===== src/rtl/tx_timer_pkg.sv =====
// Shared types and constants for the I2C slave transmit timer.
package tx_timer_pkg;

  typedef enum logic [1:0] {
    ST_IDLE      = 2'd0,
    ST_WAIT_BYTE = 2'd1,
    ST_SHIFT     = 2'd2,
    ST_ACK_WAIT  = 2'd3
  } tx_state_e;

  localparam logic SDA_RELEASE = 1'b1;
  localparam logic ACK_LEVEL   = 1'b0;
  localparam int   CNT_W       = 4;

endpackage


===== src/rtl/tx_timer_if.sv =====
// Bus-event / byte-load / status bundle between the I2C front end and tx_timer.
interface tx_timer_if #(
  parameter int NUM_BITS = 8
) ();
  logic                start_found;
  logic                stop_found;
  logic                rising_edge_found;
  logic                falling_edge_found;
  logic                sda_in;
  logic                tx_load;
  logic [NUM_BITS-1:0] tx_data;
  logic                sda_out;
  logic                load_ready;
  logic                tx_busy;
  logic                ack_received;
  logic                nack_received;
  logic                tx_underrun;

  modport master (
    output start_found, stop_found, rising_edge_found, falling_edge_found,
           sda_in, tx_load, tx_data,
    input  sda_out, load_ready, tx_busy, ack_received, nack_received, tx_underrun
  );

  modport slave (
    input  start_found, stop_found, rising_edge_found, falling_edge_found,
           sda_in, tx_load, tx_data,
    output sda_out, load_ready, tx_busy, ack_received, nack_received, tx_underrun
  );
endinterface


===== src/rtl/tx_timer_flex_counter.sv =====
// Clearable up-counter; rollover_flag is high while the count equals rollover_val.
module flex_counter #(
  parameter int W = 4
) (
  input  logic         clk,
  input  logic         n_rst,
  input  logic         clear,
  input  logic         count_enable,
  input  logic [W-1:0] rollover_val,
  output logic         rollover_flag
);
  logic [W-1:0] count_q, count_d;

  always_comb begin
    count_d = count_q;
    if (clear)
      count_d = '0;
    else if (count_enable)
      count_d = (count_q == rollover_val) ? W'(1) : count_q + W'(1);
  end

  always_ff @(posedge clk) begin
    if (!n_rst) count_q <= '0;
    else        count_q <= count_d;
  end

  assign rollover_flag = (count_q == rollover_val);
endmodule


===== src/rtl/tx_timer.sv =====
// Slave-transmitter bit timer: shifts a held byte onto SDA on SCL falls, then samples the master ACK.
module tx_timer
  import tx_timer_pkg::*;
#(
  parameter int NUM_BITS = 8
) (
  input logic        clk,
  input logic        n_rst,
  tx_timer_if.slave  bus
);
  tx_state_e           state_q, state_d;
  logic                sda_q, sda_d;
  logic [NUM_BITS-1:0] shift_q, shift_d;
  logic [NUM_BITS-1:0] hold_q, hold_d;
  logic                hold_full_q, hold_full_d;
  logic                acked_q, acked_d;
  logic                ack_q, ack_d;
  logic                nack_q, nack_d;
  logic                unr_q, unr_d;
  logic                cnt_en, cnt_clr, byte_done;
  logic                stop, start, fall, rise;

  // Bus conditions outrank SCL edges; STOP outranks START.
  assign stop  = bus.stop_found;
  assign start = bus.start_found & ~bus.stop_found;
  assign fall  = bus.falling_edge_found & ~bus.start_found & ~bus.stop_found;
  assign rise  = bus.rising_edge_found  & ~bus.start_found & ~bus.stop_found;

  flex_counter #(.W(CNT_W)) u_bit_cnt (
    .clk          (clk),
    .n_rst        (n_rst),
    .clear        (cnt_clr),
    .count_enable (cnt_en),
    .rollover_val (CNT_W'(NUM_BITS)),
    .rollover_flag(byte_done)
  );

  always_ff @(posedge clk) begin
    if (!n_rst) state_q <= ST_IDLE;
    else        state_q <= state_d;
  end

  always_comb begin
    state_d = state_q;
    if (stop)
      state_d = ST_IDLE;
    else if (start)
      state_d = ST_WAIT_BYTE;
    else begin
      case (state_q)
        ST_WAIT_BYTE: if (fall && hold_full_q) state_d = ST_SHIFT;
        ST_SHIFT:     if (fall && byte_done)   state_d = ST_ACK_WAIT;
        ST_ACK_WAIT:  if (rise) state_d = (bus.sda_in == ACK_LEVEL) ? ST_WAIT_BYTE : ST_IDLE;
        default:      state_d = state_q;
      endcase
    end
  end

  always_comb begin
    sda_d       = sda_q;
    shift_d     = shift_q;
    hold_d      = hold_q;
    hold_full_d = hold_full_q;
    acked_d     = acked_q;
    ack_d       = 1'b0;
    nack_d      = 1'b0;
    unr_d       = 1'b0;
    cnt_en      = 1'b0;
    cnt_clr     = 1'b0;

    if (bus.tx_load && !hold_full_q) begin
      hold_d      = bus.tx_data;
      hold_full_d = 1'b1;
    end

    if (stop) begin
      sda_d       = SDA_RELEASE;
      hold_d      = '0;
      hold_full_d = 1'b0;
      acked_d     = 1'b0;
      cnt_clr     = 1'b1;
    end else if (start) begin
      sda_d   = SDA_RELEASE;
      acked_d = 1'b0;
      cnt_clr = 1'b1;
    end else begin
      case (state_q)
        ST_WAIT_BYTE: if (fall) begin
          if (hold_full_q) begin
            shift_d     = hold_q;
            sda_d       = hold_q[NUM_BITS-1];
            hold_full_d = 1'b0;
            cnt_en      = 1'b1;
          end else if (acked_q) begin
            // Only a byte slot following an ACK is a real underrun.
            unr_d = 1'b1;
          end
        end
        ST_SHIFT: if (fall) begin
          if (byte_done) begin
            sda_d   = SDA_RELEASE;
            cnt_clr = 1'b1;
          end else begin
            shift_d = {shift_q[NUM_BITS-2:0], 1'b0};
            sda_d   = shift_q[NUM_BITS-2];
            cnt_en  = 1'b1;
          end
        end
        ST_ACK_WAIT: if (rise) begin
          if (bus.sda_in == ACK_LEVEL) begin
            ack_d   = 1'b1;
            acked_d = 1'b1;
          end else begin
            nack_d = 1'b1;
          end
        end
        default: ;
      endcase
    end
  end

  always_ff @(posedge clk) begin
    if (!n_rst) begin
      sda_q       <= SDA_RELEASE;
      shift_q     <= '0;
      hold_q      <= '0;
      hold_full_q <= 1'b0;
      acked_q     <= 1'b0;
      ack_q       <= 1'b0;
      nack_q      <= 1'b0;
      unr_q       <= 1'b0;
    end else begin
      sda_q       <= sda_d;
      shift_q     <= shift_d;
      hold_q      <= hold_d;
      hold_full_q <= hold_full_d;
      acked_q     <= acked_d;
      ack_q       <= ack_d;
      nack_q      <= nack_d;
      unr_q       <= unr_d;
    end
  end

  assign bus.sda_out       = sda_q;
  assign bus.load_ready    = ~hold_full_q;
  assign bus.tx_busy       = (state_q == ST_SHIFT) || (state_q == ST_ACK_WAIT);
  assign bus.ack_received  = ack_q;
  assign bus.nack_received = nack_q;
  assign bus.tx_underrun   = unr_q;
endmodule

===== src/flat_wrapper.sv =====
// flat-port wrapper written by rule: the top's interface ports become plain ports
module tx_timer_flat import tx_timer_pkg::*;
#(
  parameter int NUM_BITS = 8
)
  (clk, n_rst, bus_start_found, bus_stop_found, bus_rising_edge_found, bus_falling_edge_found, bus_sda_in, bus_tx_load, bus_tx_data, bus_sda_out, bus_load_ready, bus_tx_busy, bus_ack_received, bus_nack_received, bus_tx_underrun);
  tx_timer_if #(.NUM_BITS(NUM_BITS)) bus_i ();
  input logic clk;
  input logic n_rst;
  input wire logic [$bits(bus_i.start_found)-1:0] bus_start_found;
  input wire logic [$bits(bus_i.stop_found)-1:0] bus_stop_found;
  input wire logic [$bits(bus_i.rising_edge_found)-1:0] bus_rising_edge_found;
  input wire logic [$bits(bus_i.falling_edge_found)-1:0] bus_falling_edge_found;
  input wire logic [$bits(bus_i.sda_in)-1:0] bus_sda_in;
  input wire logic [$bits(bus_i.tx_load)-1:0] bus_tx_load;
  input wire logic [$bits(bus_i.tx_data)-1:0] bus_tx_data;
  output wire logic [$bits(bus_i.sda_out)-1:0] bus_sda_out;
  output wire logic [$bits(bus_i.load_ready)-1:0] bus_load_ready;
  output wire logic [$bits(bus_i.tx_busy)-1:0] bus_tx_busy;
  output wire logic [$bits(bus_i.ack_received)-1:0] bus_ack_received;
  output wire logic [$bits(bus_i.nack_received)-1:0] bus_nack_received;
  output wire logic [$bits(bus_i.tx_underrun)-1:0] bus_tx_underrun;
  assign bus_i.start_found = bus_start_found;
  assign bus_i.stop_found = bus_stop_found;
  assign bus_i.rising_edge_found = bus_rising_edge_found;
  assign bus_i.falling_edge_found = bus_falling_edge_found;
  assign bus_i.sda_in = bus_sda_in;
  assign bus_i.tx_load = bus_tx_load;
  assign bus_i.tx_data = bus_tx_data;
  assign bus_sda_out = bus_i.sda_out;
  assign bus_load_ready = bus_i.load_ready;
  assign bus_tx_busy = bus_i.tx_busy;
  assign bus_ack_received = bus_i.ack_received;
  assign bus_nack_received = bus_i.nack_received;
  assign bus_tx_underrun = bus_i.tx_underrun;
  tx_timer #(.NUM_BITS(NUM_BITS)) u_core (.clk(clk), .n_rst(n_rst), .bus(bus_i));
endmodule

===== config.mk =====
export PLATFORM = sky130hd
export DESIGN_NAME = tx_timer_flat
export DESIGN_NICKNAME = d
export VERILOG_FILES = /design/src/rtl/tx_timer_pkg.sv /design/src/rtl/tx_timer_if.sv /design/src/rtl/tx_timer_flex_counter.sv /design/src/rtl/tx_timer.sv /design/src/flat_wrapper.sv
export SDC_FILE = /design/constraint.sdc
export NUM_CORES = 1
export LEC_CHECK = 0
export ABC_AREA = 1
export BUFFER_PORTS_ARGS = -buffer_cell sky130_fd_sc_hd__buf_2
export CAP_MARGIN = 15
export CORE_ASPECT_RATIO = 0.6
export CORE_MARGIN = 3
export CORE_UTILIZATION = 53
export DETAILED_ROUTE_END_ITERATION = 8
export GPL_TIMING_DRIVEN = 0
export PLACE_DENSITY = 0.77
export SYNTH_ARGS = -nofsm -noshare
export SYNTH_HDL_FRONTEND = slang
export SYNTH_HIERARCHICAL = 1
export SYNTH_SLANG_ARGS = --single-unit
export TNS_END_PERCENT = 5

===== constraint.sdc =====
create_clock -name clk -period 3.06 [get_ports clk]
set_input_delay 0.459 -clock clk [delete_from_list [all_inputs] [get_ports clk]]
set_output_delay 0.459 -clock clk [all_outputs]
set_load 0.01 [all_outputs]

Word-level counts from Yosys, hierarchy flattened:

Index checks and enable logic that the tools add are counted.

* $add $sub $neg: 1
* equal/unequal tests: 14
* muxes and demuxes: 37
* bitwise gates (word level): 15
* reduce and logical (&&, ||, !) cells: 18

Operators with widths (count)
* two-way mux 7 bit: 4
* two-way mux 1 bit: 25
* case mux 7 bit (2 select lines): 1
* != test 2 x 1 -> 1 bit (second input constant): 6
* AND reduction 4 bit: 3
* inverter 1 bit: 10
* != test 3 x 1 -> 1 bit (second input constant): 3
* AND reduction 7 bit: 1
* two-way mux 2 bit: 3
* case mux 2 bit (3 select lines): 1
* OR reduction 6 bit: 1
* AND 1 bit: 5
* OR reduction 5 bit: 1
* adder 4 x 1 -> 4 bit (second input constant): 1
* equality test 2 bit (second input constant): 2
* equality test 4 bit (second input constant): 1
* two-way mux 4 bit: 1
* case mux 1 bit (2 select lines): 2
* nonzero test 4 bit: 1
* OR reduction 2 bit: 2
* logical AND 1 bit: 3
* AND reduction 3 bit: 1
* nonzero test 3 bit: 1
* OR reduction 3 bit: 1
* other kinds (5): 5

* register bits: 27
* input bits: 16
* output and inout bits: 6
* logic and storage cells: 96

Logic depth before layout (Yosys ltp):

Gate-level depths: netlist (run 1).

* word-level depth: 8
* mapped depth: 16
* mapped depth without buffers: 16

Modules after synthesis:

Netlist (run 1), hierarchy kept.

Modules (own cells, without submodules)
* tx_timer: instances 1, cells each 160, area an instance 1114.8 um^2, seq. area each 460.4 um^2
* flex_counter: instances 1, cells each 55, area an instance 302.8 um^2, seq. area each 80.1 um^2

Worst setup path before layout (run 1):

No wires, ideal clock.

* kind: reg2reg
* start: register u_core.state_q[0]
* end: register u_core.u_bit_cnt.count_q[3]
* library setup time: 0.109 ns
* arrival: 1.591 ns
* required time: 2.951 ns
* path slack: 1.359 ns
* cell stages (with the launch flop): 13
* buffers on the path: 1
* period minus slack after synthesis: 1.701 ns
* cells stage by stage: dfxtp_1 -> inv_1 -> ha_1 -> buf_2 -> o211ai_1 -> nor2_1 -> nand2_2 -> nor2_2 -> nand2_1 -> nand2_1 -> nor2_1 -> nand2_1 -> inv_1

* elaborated cells between the ends (all ways): 9
* those cells by class: 2 x eq/ne; 6 x mux; 1 x reduce/logical

RTL lines
* from (decl): line tx_timer.sv:11 `tx_state_e state_q, state_d;`
* from (signal assigned): line tx_timer.sv:40 `else state_q <= state_d;`
* equality test 2 bit or equality test 2 x 1 -> 1 bit (tied branches): line tx_timer.sv:87 `case (state_q)`
* case mux 1 bit (2 select lines) (*): line tx_timer.sv:87
* two-way mux 1 bit (*): line tx_timer.sv:82 `end else if (start) begin`
* two-way mux 1 bit (*): line tx_timer.sv:76 `if (stop) begin`
* net u_core.cnt_en: line tx_timer.sv:20 `logic cnt_en, cnt_clr, byte_done;`
* to (signal assigned): line tx_timer_flex_counter.sv:24 `else count_q <= count_d;`
* to (decl): line tx_timer_flex_counter.sv:12 `logic [W-1:0] count_q, count_d;`

The timed path passes the listed nets; every way through them passes the cells marked *.
A chain may end at the register's enable or synchronous reset.

Final worst setup path (run 1):

Same ends and word-level chain as after synthesis.

==> results of run 1 <==
path summary, 6_finish.rpt:
| check | slack (ns) | to | depth (start not counted) | from |
|---|---|---|---|---|
| worst max register to register | 1.04 | u_core/u_bit_cnt/count_q[3] | 12 | u_core/state_q[0] |
| worst max-delay path | 1.04 | u_core/u_bit_cnt/count_q[3] | 12 | u_core/state_q[0] |
| worst min register to register | 0.47 | u_core/bus.tx_underrun | 2 | u_core/acked_q |
| worst min-delay path | 0.44 | u_core/hold_q[4] | 3 | bus_tx_data[4] |
sequential cells by signal, summed over array words and instances (netlist names):
name and flops:
u_core/hold_q 8, u_core/shift_q 7, u_core/u_bit_cnt/count_q 4, u_core/state_q 2, u_core/acked_q 1, u_core/bus.ack_received 1, u_core/bus.nack_received 1, u_core/bus.sda_out 1
u_core/bus.tx_underrun 1, u_core/hold_full_q 1
power by group:
| group | switching, mW | total [mW] | internal [mW] | leakage (nW) |
|---|---|---|---|---|
| sequential | 0.00452 | 0.362 | 0.358 | 0.219 |
| combinational | 0.0395 | 0.0633 | 0.0238 | 0.584 |
| clock | 0.105 | 0.197 | 0.0912 | 0.0255 |
kinds of logic after synthesis:
kind of cell             after synthesis
other                                  2
AO/OA/AOI/OAI                         35
buffers and inverters                 35
flip-flops                            27
adder cells (fa/ha/maj)                6
AND/OR/NAND/NOR                      110
stage by stage:
step | utilization [%] | total power [mW] | hold slack [ns] | worst slack (ns)
floorplan | - | 0.409 | 0.421 | 1.36
global placement | 67.6 | 0.430 | 0.439 | 1.13
CTS | 69.6 | 0.631 | 0.429 | 1.05
finish | 69.6 | 0.622 | 0.436 | 1.04
detailed placement | 67.6 | 0.432 | 0.459 | 1.07
global route | 69.6 | 0.655 | 0.445 | 0.828
layer usage:
metal  vias to the layer above  share of wire [%]
met1                       581                 50
met5                         -                  0
met3                         9                7.2
li1                        716                  -
met2                        40                 40
met4                         0                2.3
layout make-up:
cell class                      count  area (sq um)
Multi-Input combinational cell    159           764
Clock inverter                      1          5.00
Timing Repair Buffer               21           105
Fill cell                         203           713
Clock buffer                        3          41.3
Buffer                              3          15.0
Inverter                           32           120
Sequential cell                    27           541
Tap cell                           30          37.5
cell usage after synthesis:
library cell	count	share of area [%]
nand2_1	53	14
nor2_1	36	9.5
inv_1	28	7.4
dfxtp_1	27	38
o21ai_0	21	7.4
nand3_1	11	3.9
a21oi_1	10	3.5
ha_1	6	5.3
buf_2	3	1.1
inv_2	3	0.79
nor2_2	3	1.3
conb_1	2	0.53
nand2_2	2	0.88
nor3_1	2	0.71
a21oi_2	1	0.62
a31oi_1	1	0.44
clkinv_1	1	0.26
nand2_4	1	0.79
nor2_4	1	0.79
nor2_8	1	1.4
o211ai_1	1	0.53
o21ai_2	1	0.62
worst max-delay path, delay by kind of cell, from the launching register on:
family          cells  cell delay (ns)
flops               1             0.36
fa+ha+maj           1             0.24
compound gates      1             0.11
simple gates        7             0.84
buf+inv             3             0.38
==> flow_summary_export.csv, run 1 <==
group,metric,value,unit
grt,grtUsageMet2,30.8,%
setup_path,cp_slowest_cell,"nor2_1",
grt,grt_overflow,0,
final_layout,diodes,0,
place,placed_area,1580,sq um
setup_path,worstPathCellList,"inv_1 -> ha_1 -> buf_2 -> o211ai_1 -> nor2_1 -> nand2_2 -> nor2_2 -> nand2_1 -> nand2_1 -> nor2_1 -> nand2_1 -> inv_1",
clocking,cts.sinks,27,
power_and_ir_drop,p_leak,0.828,nW
grt,grt_pass1_vias,1134,
sta,finClkSkew,0.00383,ns
floorplan,initial_core_util,60.5,%
synthesis,yosys_warnings,6,
final_layout,area_growth,14.9,%
place,dp_hpwl,2420,microns
synthesis,yosys.area_share.adder,5.30,%
final_layout,mostFrequentLayoutCells,"53 x nand2_1, 36 x nor2_1, 28 x inv_1, 27 x dfxtp_1, 24 x buf_2",
sta,fin_setup_tns,0,ns
floorplan,die-area,3350,sq um
sta,finalHoldViolCount,0,
sta,finalMaxSlewViolations,0,
synthesis,syn-instance-count,215,
grt,grt_pass1_wl,5000,microns
detailed_routing,drt_pass1_iterations,4,
clocking,clk_pin_slew,0.09,ns
detailed_routing,viasPerCell,4.88,
synthesis,postSynthAreaPerCell,6.59,sq um
detailed_routing,drt-total-wl,3020,microns
floorplan,num_rows,13,
synthesis,yosys.area_share.simple,33.4,%
setup_path,crit_fanout,10,
final_layout,layout-drive-gt1-share,16.7,%
run,cap_viol_max_count,0,
synthesis,synth_compound_area_share,13.2,%
clocking,numCtsBuffers,3,
detailed_routing,num_vias,1346,
setup_path,crit_arrival,2.20,ns
clocking,post_cts_buffers,0,
grt,grt_max_degree,16,
sta,rsz0062_at_grt,"false",
grt,use_met3,4.58,%
place,io_buffers,21,
synthesis,synthXorXnorAreaFrac,0,%
place,place_inst,272,
synthesis,synth.area.mux_share,0,%
synthesis,synth_top_family_by_area,"simple AND/OR/NAND/NOR gates",
setup_path,end_kind,"flop",
detailed_routing,drc_errors,0,
setup_path,critPathLaunchType,"flop",
clocking,cts-root-buf,"clkbuf_8",
synthesis,netlist_area,1420,sq um
power_and_ir_drop,ir_worst_vdd,0.000261,V
clocking,hold_buffers,0,
sta,setup_viol,0,
clocking,clockBufferDepth,2,
setup_path,crit_top_cell,"nand2_1",
grt,grtUsageMet1,26.9,%
detailed_routing,wire_per_inst,10.9,microns
grt,busiest_layer,"met2",
floorplan,fp.dieW,72.8,microns
grt,antenna_found_initial,0,
synthesis,ys_seq_elements,27,
min_path,min_path_type,"primary input to flop",
run_status,outcome,"finished, final reports clean",
synthesis,synth-seq-area-share,38.1,%
clocking,cts_tree,"built",
sta,period_share,66.0,%
clocking,clkLatencyLatePin,0.27,ns
grt,gr-usage-all-layers,19.8,%
detailed_routing,drtIter0Drc,62,
setup_path,max_stage_delay,0.38,ns
power_and_ir_drop,power-per-cell-area,382,nW/um^2
clocking,cts_resized,0,
final_layout,final_common_cell,"nand2_1",
setup_path,path_class,"flop to flop",
clocking,htree_levels,1,
floorplan,die_y,46.1,microns
sta,fmax,0.495,GHz
detailed_routing,ant_nets,0,
final_layout,finalNetCount,269,
synthesis,netlist-cell-type-count,22,
final_layout,instances_no_fill,276,
floorplan,core_area,2340,sq um
setup_path,critPathRequiredTime,3.24,ns
final_layout,stdcell_area,1630,sq um
place,place.gp.congestion,0.873,
sta,period_needed,2.02,ns
floorplan,num_io_pins,22,
(Power assumes the default switching activity.)
==> run 2: changes to the inputs <==
Settings changed: CORE_UTILIZATION 53 to 50, PLACE_DENSITY 0.77 to 0.76.
Clock period 3.06 ns to 1.6 ns, I/O delays scaled along.
==> flow_summary_export.csv, run 2 (synthesis results as in run 1) <==
group,metric,value,unit
grt,grt_max_degree,17,
clocking,numCtsBuffers,3,
sta,fin_ws,-0.0285,ns
setup_path,critPathRequiredTime,1.77,ns
clocking,cts_tree,"built",
final_layout,final_common_cell,"nand2_1",
grt,gr-usage-all-layers,18.0,%
sta,setup_viol,1,
sta,finalHoldViolCount,0,
setup_path,reg2reg_slack,-0.03,ns
floorplan,num_rows,14,
final_layout,finalNetCount,279,
detailed_routing,num_vias,1339,
detailed_routing,drt_pass1_iterations,4,
final_layout,top_register,"u_core/hold_q",
grt,grt_pass1_vias,1073,
detailed_routing,viasPerCell,4.65,
clocking,clockBufferDepth,2,
place,io_buffers,21,
floorplan,die_y,47.2,microns
run_status,violations,"negative setup slack",
detailed_routing,ant_nets,0,
grt,grt_pass1_wl,4780,microns
sta,period_share,102,%
clocking,cts-root-buf,"clkbuf_8",
power_and_ir_drop,p_leak,0.880,nW
floorplan,initial_core_util,54.7,%
grt,grt_overflow,0,
clocking,clkLatencyLatePin,0.27,ns
setup_path,crit_fanout,5,
power_and_ir_drop,power-per-cell-area,680,nW/um^2
final_layout,utilization,68.3,%
power_and_ir_drop,ir_worst_vdd,0.000462,V
floorplan,core_area,2590,sq um
sta,period_needed,1.63,ns
setup_path,crit_arrival,1.80,ns
final_layout,largest_reg_flops,8,
sta,finalMaxSlewViolations,0,
sta,rsz0062_at_grt,"true",
final_layout,layout-drive-gt1-share,26.6,%
detailed_routing,drt-total-wl,3010,microns
min_path,min_path_type,"primary input to flop",
grt,antenna_found_initial,0,
place,post-place-ws,-0.211,ns
clocking,cts.sinks,27,
setup_path,critPathLaunchType,"flop",
setup_path,end_kind,"flop",
detailed_routing,wire_per_inst,10.4,microns
floorplan,num_io_pins,22,
detailed_routing,drc_errors,0,
final_layout,top_regs,"u_core/hold_q (8), u_core/shift_q (7), u_core/u_bit_cnt/count_q (4)",
detailed_routing,drtIter0Drc,53,
final_layout,area_growth,24.9,%
setup_path,path_class,"flop to flop",
run_status,outcome,"finished with violations",
run,cap_viol_max_count,0,
clocking,htree_levels,1,
floorplan,die-area,3530,sq um
sta,finClkSkew,0.00643,ns
sta,fmax,0.614,GHz
floorplan,fp.dieW,74.7,microns
place,dp_hpwl,2140,microns
final_layout,mostFrequentLayoutCells,"51 x nand2_1, 35 x nor2_1, 24 x inv_1, 23 x buf_2, 21 x dfxtp_1",
place,place.gp.congestion,0.765,
clocking,clk_pin_slew,0.09,ns
final_layout,diodes,0,
run 2: worst paths after layout:
| path | from | end | cells after the start |
|---|---|---|---|
| max reg2reg | u_core/state_q[1] | u_core/u_bit_cnt/count_q[3] | 11 |
| min reg2reg | u_core/acked_q | u_core/bus.tx_underrun | 2 |
| min | bus_tx_data[3] | u_core/hold_q[3] | 3 |
| max | u_core/state_q[1] | u_core/u_bit_cnt/count_q[3] | 11 |
run 2: area by class of cell:
type / instances / area (sq um)
Fill cell: 242 / 822
Clock inverter: 1 / 7.51
Tap cell: 32 / 40.0
Clock buffer: 3 / 41.3
Multi-Input combinational cell: 159 / 801
Buffer: 3 / 21.3
Inverter: 32 / 123
Sequential cell: 27 / 553
Timing Repair Buffer: 31 / 184
run 2: metrics by stage:
stage / hold slack (ns) / power (mW) / TNS, ns / area, sq um / std cells
after detailed placement: 0.446 / 0.825 / -0.309 / 1590 / 274
after floorplan: 0.372 / 0.783 / 0 / 1450 / 221
after global routing: 0.219 / 1.27 / -0.512 / 1770 / 288
final: 0.206 / 1.20 / -0.0285 / 1770 / 288
after global placement: 0.439 / 0.824 / -0.302 / 1590 / 274
after CTS: 0.206 / 1.21 / 0 / 1700 / 283
run 2: layer usage:
metal / wire length [microns] / global-route usage (%) / up-vias
li1: - / - / 740
met1: 1620 / 26.6 / 564
met2: 1230 / 25.5 / 33
met3: 152 / 5.56 / 2
met4: 12 / 3.90 / 0
met5: 0 / 0 / -
run 2: report_power, final:
group	switching (mW)	internal, mW
sequential	0.00915	0.682
combinational	0.0772	0.0498
clock	0.210	0.177
run 2: repair_timing:
| action | 4_1_cts | 5_1_grt |
|---|---|---|
| hold endpoints to repair | 0 | 0 |
| hold buffers | 0 | 0 |
| setup buffers | 5 | 5 |
| endpoints found under the setup margin | 5 | 10 |
| cloned | 0 | 0 |
| resized for setup | 10 | 14 |
| pin swaps | 3 | 8 |
run 2: critical path, stage by stage (launching register included):
cell and delay [ns]:
dfxtp_4 0.39, inv_1 0.06, ha_1 0.28, o211ai_1 0.09, nor2_2 0.22, nand2_2 0.10, nor2_2 0.13, nand2_1 0.07
nand2_1 0.05, nor2_1 0.04, nand2_1 0.06, inv_1 0.04
==> run 3: changes to the inputs <==
Settings changed: RECOVER_POWER set to 50.
==> flow_summary_export.csv, run 3 (synthesis results as in run 1) <==
group,metric,value,unit
run_status,outcome,"finished with violations",
run_status,violations,"negative setup slack",
detailed_routing,drtIter0Drc,57,
power_and_ir_drop,ir_worst_vdd,0.000460,V
detailed_routing,num_vias,1337,
min_path,min_path_type,"primary input to flop",
run,cap_viol_max_count,0,
sta,fin_ws,-0.0241,ns
clocking,cts.sinks,27,
setup_path,critPathRequiredTime,1.77,ns
place,place.gp.congestion,0.765,
sta,fmax,0.616,GHz
final_layout,top_regs,"u_core/hold_q (8), u_core/shift_q (7), u_core/u_bit_cnt/count_q (4)",
final_layout,top_register,"u_core/hold_q",
sta,finalHoldViolCount,0,
final_layout,finalNetCount,279,
final_layout,area_growth,24.3,%
setup_path,critPathLaunchType,"flop",
setup_path,crit_arrival,1.80,ns
min_path,holdPathStages,3,
clocking,cts-root-buf,"clkbuf_8",
floorplan,core_area,2590,sq um
place,io_buffers,21,
detailed_routing,viasPerCell,4.64,
detailed_routing,drc_errors,0,
detailed_routing,wire_per_inst,10.5,microns
clocking,htree_levels,1,
floorplan,die_y,47.2,microns
setup_path,end_kind,"flop",
final_layout,diodes,0,
grt,grt_pass1_vias,1073,
setup_path,path_class,"flop to flop",
final_layout,largest_reg_flops,8,
clocking,cts_tree,"built",
final_layout,nFillCells,248,
floorplan,die-area,3530,sq um
clocking,numCtsBuffers,3,
sta,period_share,102,%
setup_path,max_stage_delay,0.39,ns
setup_path,worstPathCellList,"inv_1 -> ha_1 -> o211ai_1 -> nor2_2 -> nand2_2 -> nor2_2 -> nand2_1 -> nand2_1 -> nor2_1 -> nand2_1 -> inv_1",
grt,grt_pass1_wl,4780,microns
setup_path,cp_slowest_cell,"dfxtp_4",
clocking,clockBufferDepth,2,
place,place_inst,274,
detailed_routing,drt_pass1_iterations,4,
grt,gr-usage-all-layers,18.0,%
final_layout,instances_no_fill,288,
sta,finClkSkew,0.00523,ns
clocking,clk_pin_slew,0.09,ns
setup_path,crit_top_cell,"nand2_1",
final_layout,layout-drive-gt1-share,24.2,%
floorplan,num_rows,14,
setup_path,r2r_cells,11,
power_and_ir_drop,p_leak,0.864,nW
detailed_routing,ant_nets,0,
final_layout,final_common_cell,"nand2_1",
sta,rsz0062_at_grt,"true",
clocking,clkLatencyLatePin,0.27,ns
place,dp_hpwl,2140,microns
sta,setup_viol,1,
sta,period_needed,1.62,ns
place,post-place-ws,-0.211,ns
floorplan,initial_core_util,54.7,%
detailed_routing,drt-total-wl,3010,microns
floorplan,num_io_pins,22,
floorplan,fp.dieW,74.7,microns
final_layout,mostFrequentLayoutCells,"51 x nand2_1, 35 x nor2_1, 24 x inv_1, 21 x dfxtp_1, 19 x o21ai_0",
grt,antenna_found_initial,0,
sta,finalMaxSlewViolations,0,
sta,fin_setup_tns,-0.0241,ns
setup_path,crit_fanout,5,
grt,grt_max_degree,17,
grt,grt_overflow,0,
power_and_ir_drop,power-per-cell-area,682,nW/um^2
-- run 3: cell count changes in the layout (fill, tap and decap cells not counted), sizes merged --
cell / delta
buf: -5
clkbuf: +5
-- run 3: cell type report --
class	count	area (sq um)	area share, %
timing repair buffer	31	179	10.2
clock buffer	3	41.3	2.34
buffer	3	20.0	1.14
multi-input combinational	159	798	45.3
sequential	27	553	31.4
tap	32	40.0	2.27
inverter	32	123	6.96
clock inverter	1	7.51	0.426
-- run 3: metrics by stage --
step | power [mW] | util, % | hold slack [ns] | instance area [sq um]
global route | 1.27 | 68.0 | 0.220 | 1760
CTS | 1.21 | 65.7 | 0.206 | 1700
finish | 1.20 | 68.0 | 0.210 | 1760
floorplan | 0.783 | - | 0.372 | 1450
detailed placement | 0.825 | 61.4 | 0.446 | 1590
global placement | 0.824 | 61.4 | 0.439 | 1590
-- run 3: timing repair --
| item | 4_1_cts | 5_1_grt |
|---|---|---|
| endpoints found under the setup margin | 5 | 10 |
| pin swaps | 3 | 8 |
| hold buffers | 0 | 0 |
| buffers inserted | 5 | 5 |
| gates resized for setup | 10 | 14 |
-- run 3: final timing paths --
kind | end | slack, ns | startpoint
setup / recovery | u_core/u_bit_cnt/count_q[3] | -0.02 | u_core/state_q[1]
hold / removal | u_core/hold_q[3] | 0.21 | bus_tx_data[3]
setup reg to reg | u_core/u_bit_cnt/count_q[3] | -0.02 | u_core/state_q[1]
hold reg to reg | u_core/bus.tx_underrun | 0.46 | u_core/acked_q
-- run 3: routing by layer --
metal / GRT usage, % / vias up / share of wire (%)
li1: - / 740 / -
met1: 26.6 / 560 / 54
met2: 25.5 / 35 / 41
met3: 5.56 / 2 / 5.1
met4: 3.90 / 0 / 0.40
met5: 0 / - / 0
-- run 3: power by group --
part	total (mW)	leakage, nW	internal [mW]	switching (mW)
registers	0.691	0.222	0.682	0.00899
clock network	0.384	0.0217	0.177	0.208
logic	0.126	0.620	0.0490	0.0772
total	1.20	0.864	0.907	0.294
-- run 3: critical path: cells and delay by family (launching register included) --
family,cells,cell delay (ns)
buffers and inverters,2,0.10
adders and majority gates,1,0.27
and+or+nand+nor,7,0.67
AOI/OAI and AO/OA,1,0.09
DFF,1,0.39
